<file path="src/rtl/png_pkg.sv">
// Shared definitions for the PNG byte serializer.
//   PktBytesDef - default bytes per NIC packet
//   CntWDef     - default width of byte counters (2**CntWDef > PktBytesDef)
//   png_state_e - serializer FSM states
//   byte_lsb()  - bit offset of byte idx in an MSB-first packet of nbytes bytes
package png_pkg;

  localparam int unsigned PktBytesDef = 69;
  localparam int unsigned CntWDef     = 7;

  typedef enum logic [1:0] {
    StIdle,
    StStart,
    StStream
  } png_state_e;

  // Byte 0 sits in the most significant byte lane.
  function automatic int unsigned byte_lsb(input int unsigned idx, input int unsigned nbytes);
    return 8 * (nbytes - 1 - idx);
  endfunction

endpackage

</file>
<file path="src/rtl/png_pkt_slot2.sv">
// Two-entry ping-pong packet store feeding the serializer.
// Ports:
//   clk, rstn     - clock, asynchronous active-low reset
//   wr_en         - capture wr_data/wr_nbytes/wr_last into the write slot
//   wr_data       - packet payload, byte 0 in the MSBs
//   wr_nbytes     - valid byte count; 0 or > PKT_BYTES is clamped to PKT_BYTES
//   wr_last       - packet closes the current image
//   free          - release the head slot (applied before a same-cycle write)
//   head_occ      - head slot holds a packet
//   head_data     - head slot payload
//   head_nbytes   - head slot byte count (already clamped)
//   head_last     - head slot last flag
//   other_occ     - the non-head slot holds a packet
//   any_occ       - at least one slot is occupied
//   ready         - registered "not full"
module png_pkt_slot2 import png_pkg::*; #(
  parameter int unsigned PKT_BYTES = PktBytesDef,
  parameter int unsigned CNT_W     = CntWDef
) (
  input  logic                   clk,
  input  logic                   rstn,
  input  logic                   wr_en,
  input  logic [8*PKT_BYTES-1:0] wr_data,
  input  logic [CNT_W-1:0]       wr_nbytes,
  input  logic                   wr_last,
  input  logic                   free,
  output logic                   head_occ,
  output logic [8*PKT_BYTES-1:0] head_data,
  output logic [CNT_W-1:0]       head_nbytes,
  output logic                   head_last,
  output logic                   other_occ,
  output logic                   any_occ,
  output logic                   ready
);

  localparam logic [CNT_W-1:0] MaxBytes = CNT_W'(PKT_BYTES);

  logic [8*PKT_BYTES-1:0] data_q [2];
  logic [CNT_W-1:0]       nbytes_q [2];
  logic [1:0]             last_q;
  logic [1:0]             occ_q, occ_d;
  logic                   wr_ptr_q, rd_ptr_q;
  logic                   ready_q;
  logic [CNT_W-1:0]       nbytes_clamped;

  assign nbytes_clamped = (wr_nbytes == '0 || wr_nbytes > MaxBytes) ? MaxBytes : wr_nbytes;

  // Free before write so a slot drained this cycle can be refilled at once.
  always_comb begin
    occ_d = occ_q;
    if (free) begin
      occ_d[rd_ptr_q] = 1'b0;
    end
    if (wr_en) begin
      occ_d[wr_ptr_q] = 1'b1;
    end
  end

  always_ff @(posedge clk or negedge rstn) begin
    if (!rstn) begin
      occ_q    <= '0;
      wr_ptr_q <= 1'b0;
      rd_ptr_q <= 1'b0;
      ready_q  <= 1'b1;
    end else begin
      occ_q   <= occ_d;
      ready_q <= ~&occ_d;
      if (free) begin
        rd_ptr_q <= ~rd_ptr_q;
      end
      if (wr_en) begin
        wr_ptr_q <= ~wr_ptr_q;
      end
    end
  end

  always_ff @(posedge clk or negedge rstn) begin
    if (!rstn) begin
      data_q[0]   <= '0;
      data_q[1]   <= '0;
      nbytes_q[0] <= '0;
      nbytes_q[1] <= '0;
      last_q      <= '0;
    end else if (wr_en) begin
      data_q[wr_ptr_q]   <= wr_data;
      nbytes_q[wr_ptr_q] <= nbytes_clamped;
      last_q[wr_ptr_q]   <= wr_last;
    end
  end

  assign head_occ    = occ_q[rd_ptr_q];
  assign head_data   = data_q[rd_ptr_q];
  assign head_nbytes = nbytes_q[rd_ptr_q];
  assign head_last   = last_q[rd_ptr_q];
  assign other_occ   = occ_q[~rd_ptr_q];
  assign any_occ     = |occ_q;
  assign ready       = ready_q;

endmodule

</file>
<file path="src/rtl/png_byte_serializer.sv">
// Streams wide NIC packets byte-by-byte into the PNG decoder, issuing an
// istart pulse before the first byte of each image.
// Ports:
//   clk, rstn    - clock, asynchronous active-low reset
//   pkt_valid    - input packet present
//   pkt_ready    - a slot is free (registered, no path from oready)
//   pkt_data     - packet, byte 0 in the MSBs
//   pkt_nbytes   - valid bytes from byte 0 (0 or > PKT_BYTES means PKT_BYTES)
//   pkt_last     - packet ends the current image
//   ostart       - one-cycle pulse to decoder istart
//   ovalid       - obyte valid
//   oready       - decoder ready
//   obyte        - output byte
//   busy         - a slot is occupied or the FSM is not idle
module png_byte_serializer import png_pkg::*; #(
  parameter int unsigned PKT_BYTES = PktBytesDef,
  parameter int unsigned CNT_W     = CntWDef
) (
  input  logic                   clk,
  input  logic                   rstn,
  input  logic                   pkt_valid,
  output logic                   pkt_ready,
  input  logic [8*PKT_BYTES-1:0] pkt_data,
  input  logic [CNT_W-1:0]       pkt_nbytes,
  input  logic                   pkt_last,
  output logic                   ostart,
  output logic                   ovalid,
  input  logic                   oready,
  output logic [7:0]             obyte,
  output logic                   busy
);

  png_state_e             state_q, state_d;
  logic [CNT_W-1:0]       rd_idx_q, rd_idx_d;
  logic                   need_start_q, need_start_d;
  logic                   wr_en;
  logic                   slot_free;
  logic                   head_occ, head_last, other_occ, any_occ;
  logic [8*PKT_BYTES-1:0] head_data;
  logic [CNT_W-1:0]       head_nbytes;

  assign wr_en = pkt_valid && pkt_ready;

  png_pkt_slot2 #(
    .PKT_BYTES (PKT_BYTES),
    .CNT_W     (CNT_W)
  ) u_slots (
    .clk         (clk),
    .rstn        (rstn),
    .wr_en       (wr_en),
    .wr_data     (pkt_data),
    .wr_nbytes   (pkt_nbytes),
    .wr_last     (pkt_last),
    .free        (slot_free),
    .head_occ    (head_occ),
    .head_data   (head_data),
    .head_nbytes (head_nbytes),
    .head_last   (head_last),
    .other_occ   (other_occ),
    .any_occ     (any_occ),
    .ready       (pkt_ready)
  );

  always_comb begin
    state_d      = state_q;
    rd_idx_d     = rd_idx_q;
    need_start_d = need_start_q;
    slot_free    = 1'b0;
    unique case (state_q)
      StIdle: begin
        // Both slots are empty in idle, so an incoming write lands in the
        // head slot; looking at it now saves a cycle of latency.
        if (head_occ || wr_en) begin
          rd_idx_d = '0;
          state_d  = need_start_q ? StStart : StStream;
        end
      end
      StStart: begin
        need_start_d = 1'b0;
        rd_idx_d     = '0;
        state_d      = StStream;
      end
      StStream: begin
        if (oready) begin
          if (rd_idx_q == head_nbytes - CNT_W'(1)) begin
            slot_free    = 1'b1;
            need_start_d = need_start_q | head_last;
            rd_idx_d     = '0;
            if (other_occ) begin
              state_d = need_start_d ? StStart : StStream;
            end else begin
              state_d = StIdle;
            end
          end else begin
            rd_idx_d = rd_idx_q + CNT_W'(1);
          end
        end
      end
      default: state_d = StIdle;
    endcase
  end

  always_ff @(posedge clk or negedge rstn) begin
    if (!rstn) begin
      state_q      <= StIdle;
      rd_idx_q     <= '0;
      need_start_q <= 1'b1;
    end else begin
      state_q      <= state_d;
      rd_idx_q     <= rd_idx_d;
      need_start_q <= need_start_d;
    end
  end

  assign ostart = (state_q == StStart);
  assign ovalid = (state_q == StStream);
  assign obyte  = ovalid ? head_data[byte_lsb(32'(rd_idx_q), PKT_BYTES) +: 8] : 8'h00;
  assign busy   = any_occ || (state_q != StIdle);

endmodule
</file>
<file path="config.mk">
export PLATFORM = sky130hd
export DESIGN_NAME = png_byte_serializer
export DESIGN_NICKNAME = d
export VERILOG_FILES = /design/src/rtl/png_pkg.sv /design/src/rtl/png_pkt_slot2.sv /design/src/rtl/png_byte_serializer.sv
export SDC_FILE = /design/constraint.sdc
export NUM_CORES = 2
export LEC_CHECK = 0
export ABC_CLOCK_PERIOD_IN_PS = 4400
export CAP_MARGIN = 10
export CORE_MARGIN = 4
export CORE_UTILIZATION = 25
export CTS_BUF_LIST = sky130_fd_sc_hd__clkbuf_8
export CTS_CLUSTER_DIAMETER = 150
export DETAILED_ROUTE_END_ITERATION = 16
export SLEW_MARGIN = 20
export SYNTH_ARGS = -nofsm -noshare
export SYNTH_HDL_FRONTEND = slang
export SYNTH_HIERARCHICAL = 1
export SYNTH_SLANG_ARGS = --single-unit
</file>
<file path="constraint.sdc">
create_clock -name clk -period 4.4 [get_ports clk]
set_input_delay 1.1 -clock clk [delete_from_list [all_inputs] [get_ports clk]]
set_output_delay 1.1 -clock clk [all_outputs]
set_load 0.02 [all_outputs]
</file>
Word-level counts from Yosys, hierarchy flattened
Cells that the tools add are included.
Widths: inputs -> output; s select.
{ "classes": {"n_bitwise": 8, "magnitude_cmp": 9, "reduce_logical": 18, "mux": 44, "eq_ne": 6, "add_sub_neg": 3, "shift": 1} }
{ "ops": {"columns": ["cell", "count"], "rows": [
  ["$mux 552", 4],
  ["$bwmux 1104", 1],
  ["$demux 552 s1", 1],
  ["$shiftx 552x33->8", 1],
  ["$mux 7", 8],
  ["$pmux 7 s3", 1],
  ["$mux 2", 8],
  ["$bwmux 14", 1],
  ["$mux 1", 13],
  ["$reduce_and 3->1", 3],
  ["$mux 8", 1],
  ["$sub 7x7->8 const A", 1],
  ["$add 7x1->7 const B", 1],
  ["$demux 7 s1", 1],
  ["$eq 7x7->1", 1],
  ["$gt 7x7->1 const B", 1],
  ["$logic_not 7->1", 1],
  ["$sub 7x1->7 const B", 1],
  ["$lt 1x2->1 const B", 3],
  ["$pmux 2 s3", 1],
  ["$ge 2x2->1 const B", 2],
  ["$logic_and 1x1->1", 4],
  ["$ne 2x1->1 const B", 2],
  ["$not 1->2", 2],
  ["other kinds (20)", 26]
]} }
{ "word_totals": {"output_inout_bits": 12, "word_cells": 101, "regBits": 1135, "input_bits": 564} }

Logic depth before layout (Yosys ltp)
{ "logic_depth": {"depth_word": 14, "depth_mapped": 15} }

By module
Netlist, hierarchy kept.
{ "modules_own_cells": {"columns": ["mod", "n_inst", "area_each_um2", "seq_area_each_um2", "cells_each"], "rows": [
  ["png_pkt_slot2", 1, 48830.6, 28153.3, 5380],
  ["png_byte_serializer", 1, 5345.1, 251.5, 517]
]} }

Worst setup path before layout
OpenSTA, ideal clock, no wires.
{ "synth_path": {"path_kind": "register to output", "from": "register rd_idx_q[0]", "to": "output obyte[2]", "path_stages_with_launch": 14, "path_slack_ps": 343, "t_arrival_ps": 2957, "required_time_ps": 3300, "cell_sequence": "dfrtp_1 > buf_2 > buf_2 > buf_2 > buf_2 > inv_2 > ha_1 > xor2_1 > buf_2 > mux4_2 > nand2_1 > nand3_1 > nand4_1 > o211ai_1"} }
{ "synth_via": {"elab_chain_cells": 3} }
{ "synth_lines": {"columns": ["item", "line_no", "rtl"], "rows": [
  ["start: declaration", "png_byte_serializer.sv:34", "logic [CNT_W-1:0] rd_idx_q, rd_idx_d;"],
  ["start signal: assignment", "png_byte_serializer.sv:110", "rd_idx_q <= rd_idx_d;"],
  ["$sub 7x7->8", "png_pkg.sv:19", "return 8 * (nbytes - 1 - idx);"],
  ["$shiftx 552x33->8", "png_byte_serializer.sv:117", "assign obyte = ovalid ? head_data[byte_lsb(32'(rd_idx_q), PKT_BYTES) +: 8] : 8'h00;"],
  ["$mux 8", "png_byte_serializer.sv:117", null],
  ["end: declaration", "png_byte_serializer.sv:29", "output logic [7:0] obyte,"]
]} }
No other way between the ends.

Worst setup path in the final report
{ "layout_path": {"from": "register u_slots.rd_ptr_q", "to": "output obyte[0]"} }
{ "layout_via": {"elab_chain_cells": 6} }
{ "layout_lines": {"columns": ["item", "line_no", "rtl"], "rows": [
  ["start: declaration", "png_pkt_slot2.sv:42", "logic wr_ptr_q, rd_ptr_q;"],
  ["start signal: assignment", "png_pkt_slot2.sv:69", "rd_ptr_q <= ~rd_ptr_q;"],
  ["$not 1->2 (implied by the code)", "png_pkt_slot2.sv:92", "assign head_data = data_q[rd_ptr_q];"],
  ["$mux 552 (implied by the code) (3 in a row)", "png_pkt_slot2.sv:92", null],
  ["net head_data[280]", "png_byte_serializer.sv:39", "logic [8*PKT_BYTES-1:0] head_data;"],
  ["$shiftx 552x33->8", "png_byte_serializer.sv:117", null],
  ["$mux 8", "png_byte_serializer.sv:117", null]
]} }
The timed path passes the listed nets, and every way through them passes these cells. The select of a mux whose other input is x is not followed.

==> results_dict.tcl <==
set metrics [dict create \
    dieWidth_um 474 \
    max_clock_freq_mhz 191 \
    die_y_um 474 \
    timing.final.ws_setup_ps -824 \
    cts_tree "yes" \
    path_max_fanout 6 \
    synth_edf_count 0 \
    syn_to_final_growth_pct 26.7 \
    synth_common_cells "nand2_1 (3455), dfrtp_1 (1133), mux2_2 (562)" \
    synth_seq_area_share 0.524 \
    ys_types 54 \
    synth_top_area_cell "dfrtp_1" \
    synth_area_per_cell_um2 9.19 \
    port_buffers 575 \
    power_leakage_uw 0.0338 \
    gp_congestion 0.833 \
    synth_fp_nets 6464 \
    synthCells 5897 \
    nFillCells 22000 \
    min_path_type "input pin to asynchronous set/reset pin" \
    grt_max_degree 117 \
    intPower_uw 31800 \
    htree_levels 4 \
    wl_um 206000 \
    critical_path_class "flop to output port" \
    fin_crit_ps 5220 \
    antenna_found_initial 82 \
    overflow 0 \
    cts_made_buffers 203 \
    violations "negative setup slack" \
    synthFlopType "dfrtp_1" \
    netSwitchingPower_uw 20500 \
    period_share 1.19 \
    cp-end-kind "output port" \
    netlist.area_leader.share 0.523 \
    rsz0062_at_grt "true" \
    cts_sinks 1135 \
    yosys_warnings 6 \
    dp_hpwl_um 143000 \
    startpoint_type "flop" \
    maxSlewViolCount 0 \
    clockBufferDepth 3 \
    worst_hold_slack_ps 161 \
    fin_skew_ps 69.9 \
    p_per_area_nw_per_um2 763 \
    synthArstFlopShare 1.00 \
    synth_area_um2 54200 \
    start_util 0.252 \
    grt.total_usage 0.179 \
    drive_gt1_frac 0.188 \
    p_seq_frac 0.339 \
    yosys-top-cells-area "dfrtp_1 (52%), nand2_1 (24%), mux2_2 (12%)" \
    relSlewSlack 0.358 \
    outcome "complete, but fails checks" \
    viasPerCell 4.60 \
    wl_per_cell_um 21.6 \
    grt_pass1_vias 44300 \
    path_cells "buf_12 -> buf_12 -> buf_6 -> mux2_2 -> mux4_2 -> mux2i_2 -> buf_4 -> a32oi_1 -> nand4_1 -> buf_4 -> o211ai_1 -> buf_4 -> buf_12" \
    worstSkewPairLatency_ps 1000 \
    reg2reg_slack_ps 530 \
    slowest_stage "mux4_2" \
    drc 0 \
    fin_nets 7059 \
    route.vias.total 44000 \
    cts-root-buf "clkbuf_8" \
    dr.pass1.iters 6 \
    clkSlewWorstSetupHoldPaths_ps 70 \
    critPathRequiredTime_ps 3300 \
    ir_drop_mv 0.581 \
    tns_ps -5510 \
    coreArea_um2 215000 \
    ys_seq_elements 1135 \
    combPwrFrac 0.460 \
    finalHoldViolCount 0 \
    cp.arrival_ps 4120 \
    rows 170 \
    ant_nets 0 \
    crit_start "u_slots/rd_ptr_q" \
    initialDrtViolationCount 4015 \
    r2r_start "u_slots/rd_ptr_q" \
    p_sw_frac 0.392 \
    synth.most_common_cell "nand2_1" \
    maxCapViolCount 0 \
    max_stage_delay_ps 610 \
    die-area_um2 224000 \
    detailedPlace.worstSlack_ps -224 \
    setup_violations 8 \
    io_pins 576 \
    clkPwrFrac 0.200 \
    grt_pass1_wl_um 300000 \
    worstMarginPinSlew_ps 963 \
]
final timing paths:
kind / endpoint / cells after the start
min: u_slots/data_q[212] / 1
min reg2reg: u_slots/data_q[317] / 2
max reg2reg: u_slots/ready / 17
max: obyte[0] / 13
max in group asynchronous: u_slots/data_q[395] / 2
min in group clk: u_slots/data_q[317] / 2
kinds of logic after synthesis:
kind of cell | share of synthesized area
DFF | 0.524
xor gates and xnor gates | 0.00307
AOI/OAI and AO/OA | 0.00928
and+or+nand+nor | 0.253
adders and majority gates | 0.000693
buffers and inverters | 0.0345
muxes | 0.175
worst max-delay path: cells and delay by family (launching register included):
kind	cells	cell delay (ps)
and+or+nand+nor	1	200
DFF	1	500
AOI/OAI and AO/OA	2	270
muxes	3	1110
buffers and inverters	7	1100
layout by cell type, fill, tap and decap left out, types with 4 or more instances in the layout:
| cell | Yosys | final |
|---|---|---|
| mux2_2 | 562 | 561 |
| nand3_1 | 47 | 38 |
| o21ai_1 | 4 | 4 |
| nand4_1 | 19 | 19 |
| a21oi_1 | 14 | 13 |
| nand3_2 | 0 | 9 |
| buf_16 | 0 | 6 |
| clkbuf_8 | 0 | 271 |
| clkinv_4 | 0 | 4 |
| buf_12 | 0 | 56 |
| inv_1 | 8 | 62 |
| dfrtp_1 | 1133 | 1131 |
| mux4_2 | 136 | 136 |
| o21ai_0 | 15 | 15 |
| o211ai_1 | 9 | 9 |
| nor2_1 | 16 | 14 |
| nand2b_1 | 8 | 7 |
| buf_4 | 13 | 116 |
| bufbuf_16 | 0 | 5 |
| clkdlybuf4s50_1 | 0 | 566 |
| a32oi_1 | 9 | 9 |
| and3_1 | 9 | 9 |
| xor2_1 | 13 | 12 |
| diode_2 | 0 | 49 |
| nand2_1 | 3455 | 3453 |
| inv_12 | 0 | 5 |
| clkinv_2 | 0 | 27 |
| buf_6 | 1 | 5 |
| mux2i_1 | 10 | 7 |
| a31oi_1 | 8 | 7 |
| xnor2_1 | 6 | 5 |
power groups by stage:
stage / Combinational, uW / Sequential, uW / Clock [uW]
after floorplan: 15000 / 17000 / 0
after global routing: 26200 / 18300 / 11200
after CTS: 24300 / 17700 / 10800
after detailed placement: 23400 / 17900 / 0
final: 24100 / 17800 / 10500
after global placement: 23000 / 17800 / 0
flip-flops by register name, indices dropped and copies added (netlist names):
register	count
u_slots/data_q	1104
u_slots/nbytes_q	14
rd_idx_q	7
state_q	2
u_slots/last_q	2
u_slots/occ_q	2
need_start_q	1
u_slots/rd_ptr_q	1
u_slots/ready	1
u_slots/wr_ptr_q	1
per-layer routing:
metal  global-route usage  vias to the layer above  wire, um
li1                     -                    20100         -
met2                0.271                     1724     91800
met3               0.0446                      338     16200
met5                    0                        -       194
met1                0.240                    21800     87900
met4               0.0846                       30     10000
cell type report:
class / instances / area [um2] / share of cell area
Sequential cell: 1135 / 28400 / 0.414
Multi-Input combinational cell: 4386 / 24100 / 0.351
Timing Repair Buffer: 757 / 8100 / 0.118
Clock buffer: 271 / 3730 / 0.0543
Tap cell: 2838 / 3550 / 0.0517
Clock inverter: 102 / 633 / 0.00922
Antenna cell: 49 / 123 / 0.00179
Inverter: 9 / 33.8 / 0.000492
metrics by stage:
| step | instance area, um2 | instances | util | total power (uW) |
|---|---|---|---|---|
| 6_report | 68700 | 9547 | 0.319 | 52300 |
| 5_1_grt | 68600 | 9532 | 0.319 | 55700 |
| 4_1_cts | 68500 | 9495 | 0.318 | 52800 |
| 3_5_place_dp | 63600 | 9096 | 0.296 | 41300 |
| 3_3_place_gp | 63600 | 9096 | 0.296 | 40800 |
| 2_1_floorplan | 54200 | 5897 | - | 31900 |
timing repair:
| action | CTS | global route |
|---|---|---|
| hold buffers | 0 | 0 |
| endpoints found under the setup margin | 8 | 8 |
| gates resized for setup | 26 | 6 |
| pin swaps | 8 | 8 |
| setup buffers | 19 | 2 |
| gates cloned | 7 | 1 |
| hold endpoints to repair | 0 | 0 |
No activity file was read; power rests on OpenSTA's default activity.
